==> config.mk <==
export PLATFORM = sky130hd
export DESIGN_NAME = periph_frame_master_flat
export DESIGN_NICKNAME = d
export VERILOG_FILES = /design/src/rtl/periph_frame_master_if.sv /design/src/rtl/periph_frame_master.sv /design/src/flat_wrapper.sv
export SDC_FILE = /design/constraint.sdc
export NUM_CORES = 1
export LEC_CHECK = 0
export CORE_MARGIN = 2
export CORE_UTILIZATION = 46
export CTS_BUF_LIST = sky130_fd_sc_hd__clkbuf_8 sky130_fd_sc_hd__clkbuf_16
export DETAILED_ROUTE_END_ITERATION = 8
export PLACE_DENSITY = 0.81
export SYNTH_ARGS = -nofsm -noshare
export SYNTH_HDL_FRONTEND = slang
export SYNTH_SLANG_ARGS = --single-unit
==> constraint.sdc <==
create_clock -name clk -period 2.55 [get_ports clk]
set_clock_uncertainty 0.2 [all_clocks]
set_input_delay 0.255 -clock clk [delete_from_list [all_inputs] [get_ports clk]]
set_output_delay 0.255 -clock clk [all_outputs]
set_load 0.01 [all_outputs]
==> src/rtl/periph_frame_master_if.sv <==
// rtl/periph_frame_master_if.sv - request, serializer and response signals of the frame master
interface periph_frame_master_if #(
  parameter int DATA_W = 32,
  parameter int ADDR_W = 24
);
  localparam int FRAME_W = 40 + DATA_W + ADDR_W;

  logic              iStart;
  logic [15:0]       iInstruction;
  logic [ADDR_W-1:0] iAddr;
  logic [DATA_W-1:0] iData;
  logic              iError;
  logic              iTxDone;
  logic              iRxFlag;
  logic              iRetry;
  logic              iWait;
  logic              iReady;
  logic [DATA_W-1:0] iMSGData;

  logic               oTransmit;
  logic               oReady;
  logic               oFail;
  logic               oBusy;
  logic [FRAME_W-1:0] oOutputMsg;
  logic [DATA_W-1:0]  oData;
  logic [7:0]         oRetryCount;

  modport master (
    input  iStart, iInstruction, iAddr, iData, iError,
    input  iTxDone, iRxFlag, iRetry, iWait, iReady, iMSGData,
    output oTransmit, oReady, oFail, oBusy, oOutputMsg, oData, oRetryCount
  );

  modport slave (
    output iStart, iInstruction, iAddr, iData, iError,
    output iTxDone, iRxFlag, iRetry, iWait, iReady, iMSGData,
    input  oTransmit, oReady, oFail, oBusy, oOutputMsg, oData, oRetryCount
  );
endinterface

==> src/rtl/periph_frame_master.sv <==
// rtl/periph_frame_master.sv - frame send / confirm / retry / backoff sequencer with registered outputs
module periph_frame_master #(
  parameter int DATA_W      = 32,
  parameter int ADDR_W      = 24,
  parameter int MAX_RETRY   = 3,
  parameter int TIMEOUT     = 255,
  parameter int WAIT_CYCLES = 16
) (
  input  logic                clk,
  input  logic                reset,
  periph_frame_master_if.master bus
);
  localparam int FRAME_W = 40 + DATA_W + ADDR_W;
  localparam logic [7:0]  MAX_RETRY_C = 8'((MAX_RETRY > 255) ? 255 : MAX_RETRY);
  localparam logic [31:0] TIMEOUT_C   = 32'(TIMEOUT);
  localparam logic [31:0] WAIT_C      = 32'(WAIT_CYCLES);

  typedef enum logic [2:0] {
    S_IDLE, S_SEND, S_TXWAIT, S_CONFIRM, S_BACKOFF, S_DONE, S_FAIL
  } state_t;

  state_t             state_q, state_d;
  logic [15:0]        instr_q, instr_d;
  logic [ADDR_W-1:0]  addr_q, addr_d;
  logic [DATA_W-1:0]  data_q, data_d;
  logic               err_q, err_d;
  logic [7:0]         retry_q, retry_d;
  logic [31:0]        tmo_q, tmo_d;
  logic [31:0]        bo_q, bo_d;
  logic               transmit_q, transmit_d;
  logic               ready_q, ready_d;
  logic               fail_q, fail_d;
  logic               busy_q, busy_d;
  logic [FRAME_W-1:0] msg_q, msg_d;
  logic [DATA_W-1:0]  odata_q, odata_d;
  logic               take_retry;

  always_ff @(posedge clk or negedge reset) begin
    if (!reset) begin
      state_q    <= S_IDLE;
      instr_q    <= '0;
      addr_q     <= '0;
      data_q     <= '0;
      err_q      <= 1'b0;
      retry_q    <= '0;
      tmo_q      <= '0;
      bo_q       <= '0;
      transmit_q <= 1'b0;
      ready_q    <= 1'b0;
      fail_q     <= 1'b0;
      busy_q     <= 1'b0;
      msg_q      <= '0;
      odata_q    <= '0;
    end else begin
      state_q    <= state_d;
      instr_q    <= instr_d;
      addr_q     <= addr_d;
      data_q     <= data_d;
      err_q      <= err_d;
      retry_q    <= retry_d;
      tmo_q      <= tmo_d;
      bo_q       <= bo_d;
      transmit_q <= transmit_d;
      ready_q    <= ready_d;
      fail_q     <= fail_d;
      busy_q     <= busy_d;
      msg_q      <= msg_d;
      odata_q    <= odata_d;
    end
  end

  always_comb begin
    state_d    = state_q;
    instr_d    = instr_q;
    addr_d     = addr_q;
    data_d     = data_q;
    err_d      = err_q;
    retry_d    = retry_q;
    tmo_d      = tmo_q;
    bo_d       = bo_q;
    odata_d    = odata_q;
    take_retry = 1'b0;

    case (state_q)
      S_IDLE: begin
        if (bus.iStart) begin
          instr_d = bus.iInstruction;
          addr_d  = bus.iAddr;
          data_d  = bus.iData;
          err_d   = bus.iError;
          retry_d = '0;
          odata_d = '0;
          state_d = S_SEND;
        end
      end
      S_SEND: state_d = S_TXWAIT;
      S_TXWAIT: begin
        if (bus.iTxDone) begin
          tmo_d   = '0;
          state_d = S_CONFIRM;
        end
      end
      S_CONFIRM: begin
        if (bus.iRxFlag) begin
          if (bus.iRetry) begin
            take_retry = 1'b1;
          end else if (bus.iWait) begin
            bo_d    = WAIT_C;
            state_d = S_BACKOFF;
          end else if (bus.iReady) begin
            odata_d = bus.iMSGData;
            state_d = S_DONE;
          end
        end else begin
          // A silent peripheral is treated exactly like an explicit retry request.
          tmo_d = tmo_q + 32'd1;
          if (tmo_q + 32'd1 >= TIMEOUT_C) begin
            take_retry = 1'b1;
          end
        end
      end
      S_BACKOFF: begin
        bo_d = bo_q - 32'd1;
        if (bo_q <= 32'd1) begin
          state_d = S_SEND;
        end
      end
      S_DONE: state_d = S_IDLE;
      S_FAIL: state_d = S_IDLE;
      default: state_d = S_IDLE;
    endcase

    if (take_retry) begin
      if (retry_q < MAX_RETRY_C) begin
        retry_d = (retry_q == 8'hFF) ? retry_q : retry_q + 8'd1;
        state_d = S_SEND;
      end else begin
        odata_d = '0;
        state_d = S_FAIL;
      end
    end

    // Outputs are decoded from the next state so they line up with state_q.
    transmit_d = (state_d == S_SEND);
    ready_d    = (state_d == S_DONE);
    fail_d     = (state_d == S_FAIL);
    busy_d     = (state_d != S_IDLE);
    if (state_d == S_SEND || state_d == S_TXWAIT || state_d == S_CONFIRM) begin
      msg_d = {8'h0F, instr_d, data_d, addr_d, 7'b0, err_d, 8'hF0};
    end else begin
      msg_d = '0;
    end
  end

  assign bus.oTransmit   = transmit_q;
  assign bus.oReady      = ready_q;
  assign bus.oFail       = fail_q;
  assign bus.oBusy       = busy_q;
  assign bus.oOutputMsg  = msg_q;
  assign bus.oData       = odata_q;
  assign bus.oRetryCount = retry_q;
endmodule

==> src/flat_wrapper.sv <==
// flat-port wrapper written by rule: the top's interface ports become plain ports
module periph_frame_master_flat 
#(
  parameter int DATA_W      = 32,
  parameter int ADDR_W      = 24,
  parameter int MAX_RETRY   = 3,
  parameter int TIMEOUT     = 255,
  parameter int WAIT_CYCLES = 16
)
  (clk, reset, bus_iStart, bus_iInstruction, bus_iAddr, bus_iData, bus_iError, bus_iTxDone, bus_iRxFlag, bus_iRetry, bus_iWait, bus_iReady, bus_iMSGData, bus_oTransmit, bus_oReady, bus_oFail, bus_oBusy, bus_oOutputMsg, bus_oData, bus_oRetryCount);
  periph_frame_master_if #(.DATA_W(DATA_W), .ADDR_W(ADDR_W)) bus_i ();
  input  logic clk;
  input  logic reset;
  input wire logic [$bits(bus_i.iStart)-1:0] bus_iStart;
  input wire logic [$bits(bus_i.iInstruction)-1:0] bus_iInstruction;
  input wire logic [$bits(bus_i.iAddr)-1:0] bus_iAddr;
  input wire logic [$bits(bus_i.iData)-1:0] bus_iData;
  input wire logic [$bits(bus_i.iError)-1:0] bus_iError;
  input wire logic [$bits(bus_i.iTxDone)-1:0] bus_iTxDone;
  input wire logic [$bits(bus_i.iRxFlag)-1:0] bus_iRxFlag;
  input wire logic [$bits(bus_i.iRetry)-1:0] bus_iRetry;
  input wire logic [$bits(bus_i.iWait)-1:0] bus_iWait;
  input wire logic [$bits(bus_i.iReady)-1:0] bus_iReady;
  input wire logic [$bits(bus_i.iMSGData)-1:0] bus_iMSGData;
  output wire logic [$bits(bus_i.oTransmit)-1:0] bus_oTransmit;
  output wire logic [$bits(bus_i.oReady)-1:0] bus_oReady;
  output wire logic [$bits(bus_i.oFail)-1:0] bus_oFail;
  output wire logic [$bits(bus_i.oBusy)-1:0] bus_oBusy;
  output wire logic [$bits(bus_i.oOutputMsg)-1:0] bus_oOutputMsg;
  output wire logic [$bits(bus_i.oData)-1:0] bus_oData;
  output wire logic [$bits(bus_i.oRetryCount)-1:0] bus_oRetryCount;
  assign bus_i.iStart = bus_iStart;
  assign bus_i.iInstruction = bus_iInstruction;
  assign bus_i.iAddr = bus_iAddr;
  assign bus_i.iData = bus_iData;
  assign bus_i.iError = bus_iError;
  assign bus_i.iTxDone = bus_iTxDone;
  assign bus_i.iRxFlag = bus_iRxFlag;
  assign bus_i.iRetry = bus_iRetry;
  assign bus_i.iWait = bus_iWait;
  assign bus_i.iReady = bus_iReady;
  assign bus_i.iMSGData = bus_iMSGData;
  assign bus_oTransmit = bus_i.oTransmit;
  assign bus_oReady = bus_i.oReady;
  assign bus_oFail = bus_i.oFail;
  assign bus_oBusy = bus_i.oBusy;
  assign bus_oOutputMsg = bus_i.oOutputMsg;
  assign bus_oData = bus_i.oData;
  assign bus_oRetryCount = bus_i.oRetryCount;
  periph_frame_master #(.DATA_W(DATA_W), .ADDR_W(ADDR_W), .MAX_RETRY(MAX_RETRY), .TIMEOUT(TIMEOUT), .WAIT_CYCLES(WAIT_CYCLES)) u_core (.clk(clk), .reset(reset), .bus(bus_i));
endmodule
### Word-level counts from Yosys, hierarchy flattened

Index checks and enable logic that the tools add are counted.
W data, S select, Z words.

* flip-flop bits (word level): 276
* bits in latches: 0
* memory bits (writable): 0
* memory bits (read-only): 0
* input port bits: 113
* output and inout bits: 140
* word-level logic and storage cells: 87
* memories: 0

* $add $sub $neg: 3
* multipliers: 0
* divide/modulo/power cells: 0
* magnitude comparators: 3
* equality and inequality tests: 16
* shift operators: 0
* mux-type cells: 43
* bitwise logic cells: 0
* reduce and logical (&&, ||, !) cells: 8

Operators with widths (number)
* $mux W32: 14
* $pmux W32 S2: 3
* $mux W92: 1
* $mux W24: 2
* $mux W8: 5
* $add A32 B1 Y32 const B: 1
* $ge A32 B8 Y1 const B: 1
* $le A32 B1 Y1 const B: 1
* $mux W16: 2
* $sub A32 B1 Y32 const B: 1
* $mux W3: 9
* $pmux W3 S5: 1
* $eq A3 B2 Y1 const B: 4
* $ne A2 B2 Y1 const B: 5
* $eq A3 B3 Y1 const B: 3
* $add A8 B1 Y8 const B: 1
* $eq A8 B8 Y1 const B: 1
* $lt A8 B2 Y1 const B: 1
* $eq A3 B1 Y1 const B: 2
* $mux W1: 6
* $reduce_and A4 Y1: 1
* $reduce_bool A2 Y1: 2
* $logic_not A3 Y1: 1
* $ne A3 B3 Y1 const B: 1
* 3 further kinds: 4

### Depth between registers and ports, before layout

* depth after elaboration: 10
* mapped depth: 12
* mapped depth without buffers: 9

### Worst setup path after synthesis

No wires, ideal clock.

* kind: reg2reg
* from: register u_core.tmo_q[0]
* to: register u_core.msg_q[28], in the netlist u_core.bus.oOutputMsg[28]
* library setup time: 0.073 ns
* arrival time: 2.537 ns
* data required time: 2.277 ns
* setup slack: -0.260 ns
* stages on the path, launching flop included: 13
* buffers on the path: 3
* clock period less this slack: 2.810 ns
* path through: dfrtp_1 -> ha_1 -> and3_1 -> buf_2 -> nand3_4 -> nor3_2 -> xnor2_1 -> nand4_1 -> nor4_4 -> o21ai_2 -> buf_6 -> buf_6 -> a21oi_2

* cells in the longest elaborated chain, start to end: 10
* elaborated cells between the ends (all ways): 12
* those cells by class: add/sub (1); order compare (1); eq/ne (3); mux (5); reduce/logical (2)

RTL lines
* start: declaration: RTL line periph_frame_master.sv:28 `logic [31:0] tmo_q, tmo_d;`
* start signal: assignment: RTL line periph_frame_master.sv:61 `tmo_q <= tmo_d;`
* $add A32 B1 Y32 *: RTL line periph_frame_master.sv:117 `if (tmo_q + 32'd1 >= TIMEOUT_C) begin`
* $ge A32 B8 Y1 *: RTL line periph_frame_master.sv:117
* $mux W1 *: RTL line periph_frame_master.sv:117
* $mux W1 *: RTL line periph_frame_master.sv:104 `if (bus.iRxFlag) begin`
* $mux W1 *: RTL line periph_frame_master.sv:84 `case (state_q)`
* $mux W3 *: RTL line periph_frame_master.sv:133 `if (take_retry) begin`
* $eq A3 B1 Y1 or $eq A3 B2 Y1 (tied branches): RTL line periph_frame_master.sv:148 `if (state_d == S_SEND || state_d == S_TXWAIT || state_d == S_CONFIRM) begin`
* $logic_or A1 B1 Y1: RTL line periph_frame_master.sv:148
* $logic_or A1 B1 Y1 *: RTL line periph_frame_master.sv:148
* $mux W92 *: RTL line periph_frame_master.sv:148
* named net u_core.msg_d[28]: RTL line periph_frame_master.sv:34 `logic [FRAME_W-1:0] msg_q, msg_d;`
* end signal: assignment: RTL line periph_frame_master.sv:67 `msg_q <= msg_d;`
* end: declaration: RTL line periph_frame_master.sv:34

Mark *: on every way through the listed nets, which the timed path passes. The rest lies on a longest branch.
A chain may end at the register's enable or synchronous reset.

### Worst setup path in the final report

* from: register u_core.tmo_q[1]
* to: register u_core.msg_q[8], in the netlist u_core.bus.oOutputMsg[8]

Same word-level chain as after synthesis.

==> summary.md <==
| Metric | Value |
|---|---|
| Distinct cells, synth | between 60 and 70 |
| Clock power frac | 0.231 |
| GPL Wtd Cong | roughly 0.93 |
| Post-Syn Area | 11300 um^2 |
| Crit-path max FO | 9 |
| Crit-path most repeated cell | buf_6 |
| Fmax | between 0.3 and 0.4 GHz |
| Post-Place Cells | about 1800 |
| Crit-path slowest cell | dfrtp_1 |
| Buf+Inv Stages, Crit Path | 6 |
| Cells on worst reg2reg path | 14 |
| Root buffer cell | clkbuf_16 |
| Final setup viols | about 110 |
| Non-Filler Instances | ~1800 |
| Met2 Use GR | 0.414 |
| RSZ-0062 raised after global routing | true |
| Antenna cells | 0 |
| Routed wire length | ~31000 um |
| Fin crit period | roughly 3.0 ns |
| Final hold vios | 0 |
| Total CTS buffers | 28 |
| MaxCap Viol Count | 0 |
| Initial Util | 0.467 |
| R2R Path Start | u_core.tmo_q[1] |
| Post-DRT Antenna Nets | 0 |
| Share of cells above drive strength 1 | 0.232 |
| Most frequent cells in the layout | nand2_1, dfrtp_1, clkdlybuf4s50_1 |
| WP depth | 14 |
| Most common cell after layout, fill and taps aside | nand2_1 |
| Peak VDD IR | roughly 0.00059 V |
| Worst endpoint data arrival time | ~3.2 ns |
| Vias per cell | 5.27 |
| Die Height | about 160 um |
| Clk sink count | ~260 |
| CTS tree | yes |
| Post-DR wirelength/cell | ~17 um |
| Clk slew on worst S/H paths | 0.06 ns |
| CP peak stage delay | between 0.3 and 0.4 ns |
| # port buffers | about 240 |
| Die width | 161 um |
| Part of the power in registers | 0.359 |
| First-pass DRT Iterations | 8 |
| H-Tree Depth | 1 |
| EDFF count, synth | 0 |
| Initial antenna violation count | 0 |
| Most common flop cell mapped by yosys | dfrtp_1 |
| Cells along the critical path | buf_6 > nand4_1 > buf_6 > buf_6 > nor4_4 > nor4b_4 > xnor2_1 > nand3_2 > nor4_4 > buf_4 > o21ai_4 > buf_12 > clkbuf_16 > a21oi_2 |
| Hpwl dp | roughly 20000 um |
| WHS | ~0.035 ns |
| Post-synthesis sequential element count | about 260 |
| Failing checks | setup timing |
| Sum Neg Setup Slack | -38.97 ns |
| Synth Instances | ~1100 |
| Origin of the worst setup path | u_core.tmo_q[1] |
| Fillers | 1718 |
| Combinational share of power | 0.410 |
| Largest net degree at the start of global routing | just over 100 |
| Die area | around 26000 um^2 |
| Final core utilization | 0.682 |
| Register area share after synthesis | 0.570 |
| Ys async rst share | 1.00 |
| Syn Area/Cell | about 9.9 um^2 |
| Number of global-route vias before repair | slightly above 10000 |
| Total congestion overflow | 0 |
| Int Pwr | 11.4 mW |
| Pre-CTS WS | -0.395 ns |
| Required @ worst endpoint | ~2.8 ns |
| Residual DRC | 0 |
| Final nets | ~1600 |
| First-pass GRT wire length | about 50000 um |
| Hold Path Class | input port to async pin |
| Gr usage total | 0.235 |
| CP endpoint kind | register |
| Switching Share | 0.339 |
| Core Region | between 20000 and 25000 um^2 |
| Setup slack, reg-to-reg | -0.41 ns |
| Pwr Density | between 1000 and 1500 nW/um^2 |
| Final WS setup | -0.405 ns |
| Core Rows | 57 |
| CP Class | register to register |
| CTS max path bufs | 3 |
| Top Ports | 253 |
| Crit path capture | u_core.bus.oOutputMsg[8] |
| Max-slew violation count | 0 |
| Initial DRC count | roughly 650 |
| Worst-Skew Late Latency | 0.54 ns |
| GRT met1 Usage | 0.281 |
| Area growth syn-to-layout | 46.0% |
| CP delay by family, top | simple AND/OR/NAND/NOR gates |
| Worst r2r dst | u_core.bus.oOutputMsg[8] |
| DR vias | ~9700 |
| Grt met3 use | 0.0496 |
| Gr busiest metal | met2 |
| LEAKAGE | about 7.6 nW |
| Synth warnings | 0 |
| Tcrit/Tclk final | 1.16 |
| P_sw | a little under 6 mW |
| Startpoint types | register |
| Status | finished with violations |
-- worst min-delay path by stage --
stage | startpoint | end | slack [ns] | cells past startpoint
final | reset | u_core.bus.oOutputMsg[40] | 0.03 | 2
after global routing | reset | u_core.data_q[0] | 0.07 | 2
after CTS | reset | u_core.tmo_q[20] | 0.04 | 2
after detailed placement | reset | u_core.bus.oOutputMsg[42] | 0.008 | 1
after global placement | reset | u_core.bus.oOutputMsg[43] | 0.004 | 1
after floorplan | reset | u_core.addr_q[0] | -0.24 | 0
-- sequential cells by signal, summed over array words and instances (netlist names) --
name	cells
u_core.tmo_q	32
u_core.bus.oTransmit	1
u_core.bus.oOutputMsg	74
u_core.instr_q	16
u_core.bus.oBusy	1
u_core.err_q	1
u_core.state_q	3
u_core.bus.oReady	1
u_core.bo_q	32
u_core.addr_q	24
u_core.bus.oData	32
u_core.bus.oRetryCount	8
u_core.data_q	32
u_core.bus.oFail	1
-- what timing repair did --
action                     4_1_cts  5_1_grt
resized for setup               46       45
hold buffers                     1        0
hold endpoints to repair       258        0
setup endpoints to repair      114      125
setup buffers                   18        2
pin swaps                       20        7
cloned                           3        5
-- synthesized netlist by cell type (8+ instances only) --
library cell  number  area, um^2
xor2_1            19         166
a21oi_2           60         526
nor2_1            73         274
inv_1             10        37.5
and3_1             8        50.1
buf_2             13        65.1
o21ai_0           48         240
clkbuf_1          34         128
buf_4             23         173
nand3_1           57         285
nor2b_1            8        50.1
nor3_1            16        80.1
o31ai_1           13        97.6
xnor2_1           23         201
a21oi_1           58         290
nor4_1            11        68.8
dfrtp_1          258        6460
nand4_1           11        68.8
nand2_1          298        1120
buf_1              8        30.0
-- kinds of logic (layout without fill, tap and decap cells) --
| logic type | count (synthesis) | count (layout) | synth area share |
|---|---|---|---|
| buffers and inverters | 97 | 454 | 0.0461 |
| DFF | 258 | 258 | 0.570 |
| adders and majority gates | 5 | 5 | 0.00553 |
| xor gates and xnor gates | 42 | 42 | 0.0325 |
| AOI/OAI and AO/OA | 203 | 203 | 0.121 |
| and+or+nand+nor | 534 | 534 | 0.221 |
| other | 1 | 15 | 0.000331 |
| muxes | 3 | 3 | 0.00276 |
-- per-layer routing --
metal	part of all wire	up-vias
met2	0.50	363
met1	0.39	4715
met5	0	-
met3	0.065	90
li1	-	4519
met4	0.042	0
-- cell type report --
class / instances / area, um^2 / area share
Clock buffer: 38 / 850 / 0.0514
Clock inverter: 11 / 75.1 / 0.00454
Inverter: 10 / 37.5 / 0.00227
Multi-Input combinational cell: 802 / 4820 / 0.292
Sequential cell: 258 / 6460 / 0.391
Tap cell: 324 / 405 / 0.0245
Timing Repair Buffer: 395 / 3880 / 0.235
-- power by group through the flow --
stage               sequential (mW)  combinational (mW)  clock [mW]
floorplan                      6.44                3.17           0
global placement               6.15                5.95           0
detailed placement             6.20                6.17           0
CTS                            6.15                6.70        4.05
global route                   6.31                7.63        4.22
finish                         6.17                7.06        3.98
-- per-stage QoR --
step | total power, mW | area [um^2]
5_1_grt | 18.1 | 16500
3_5_place_dp | 12.4 | 14900
4_1_cts | 16.9 | 16200
2_1_floorplan | 9.61 | 11500
3_3_place_gp | 12.1 | 14900
6_report | 17.2 | 16500
Power figures use the tool's default switching activity.
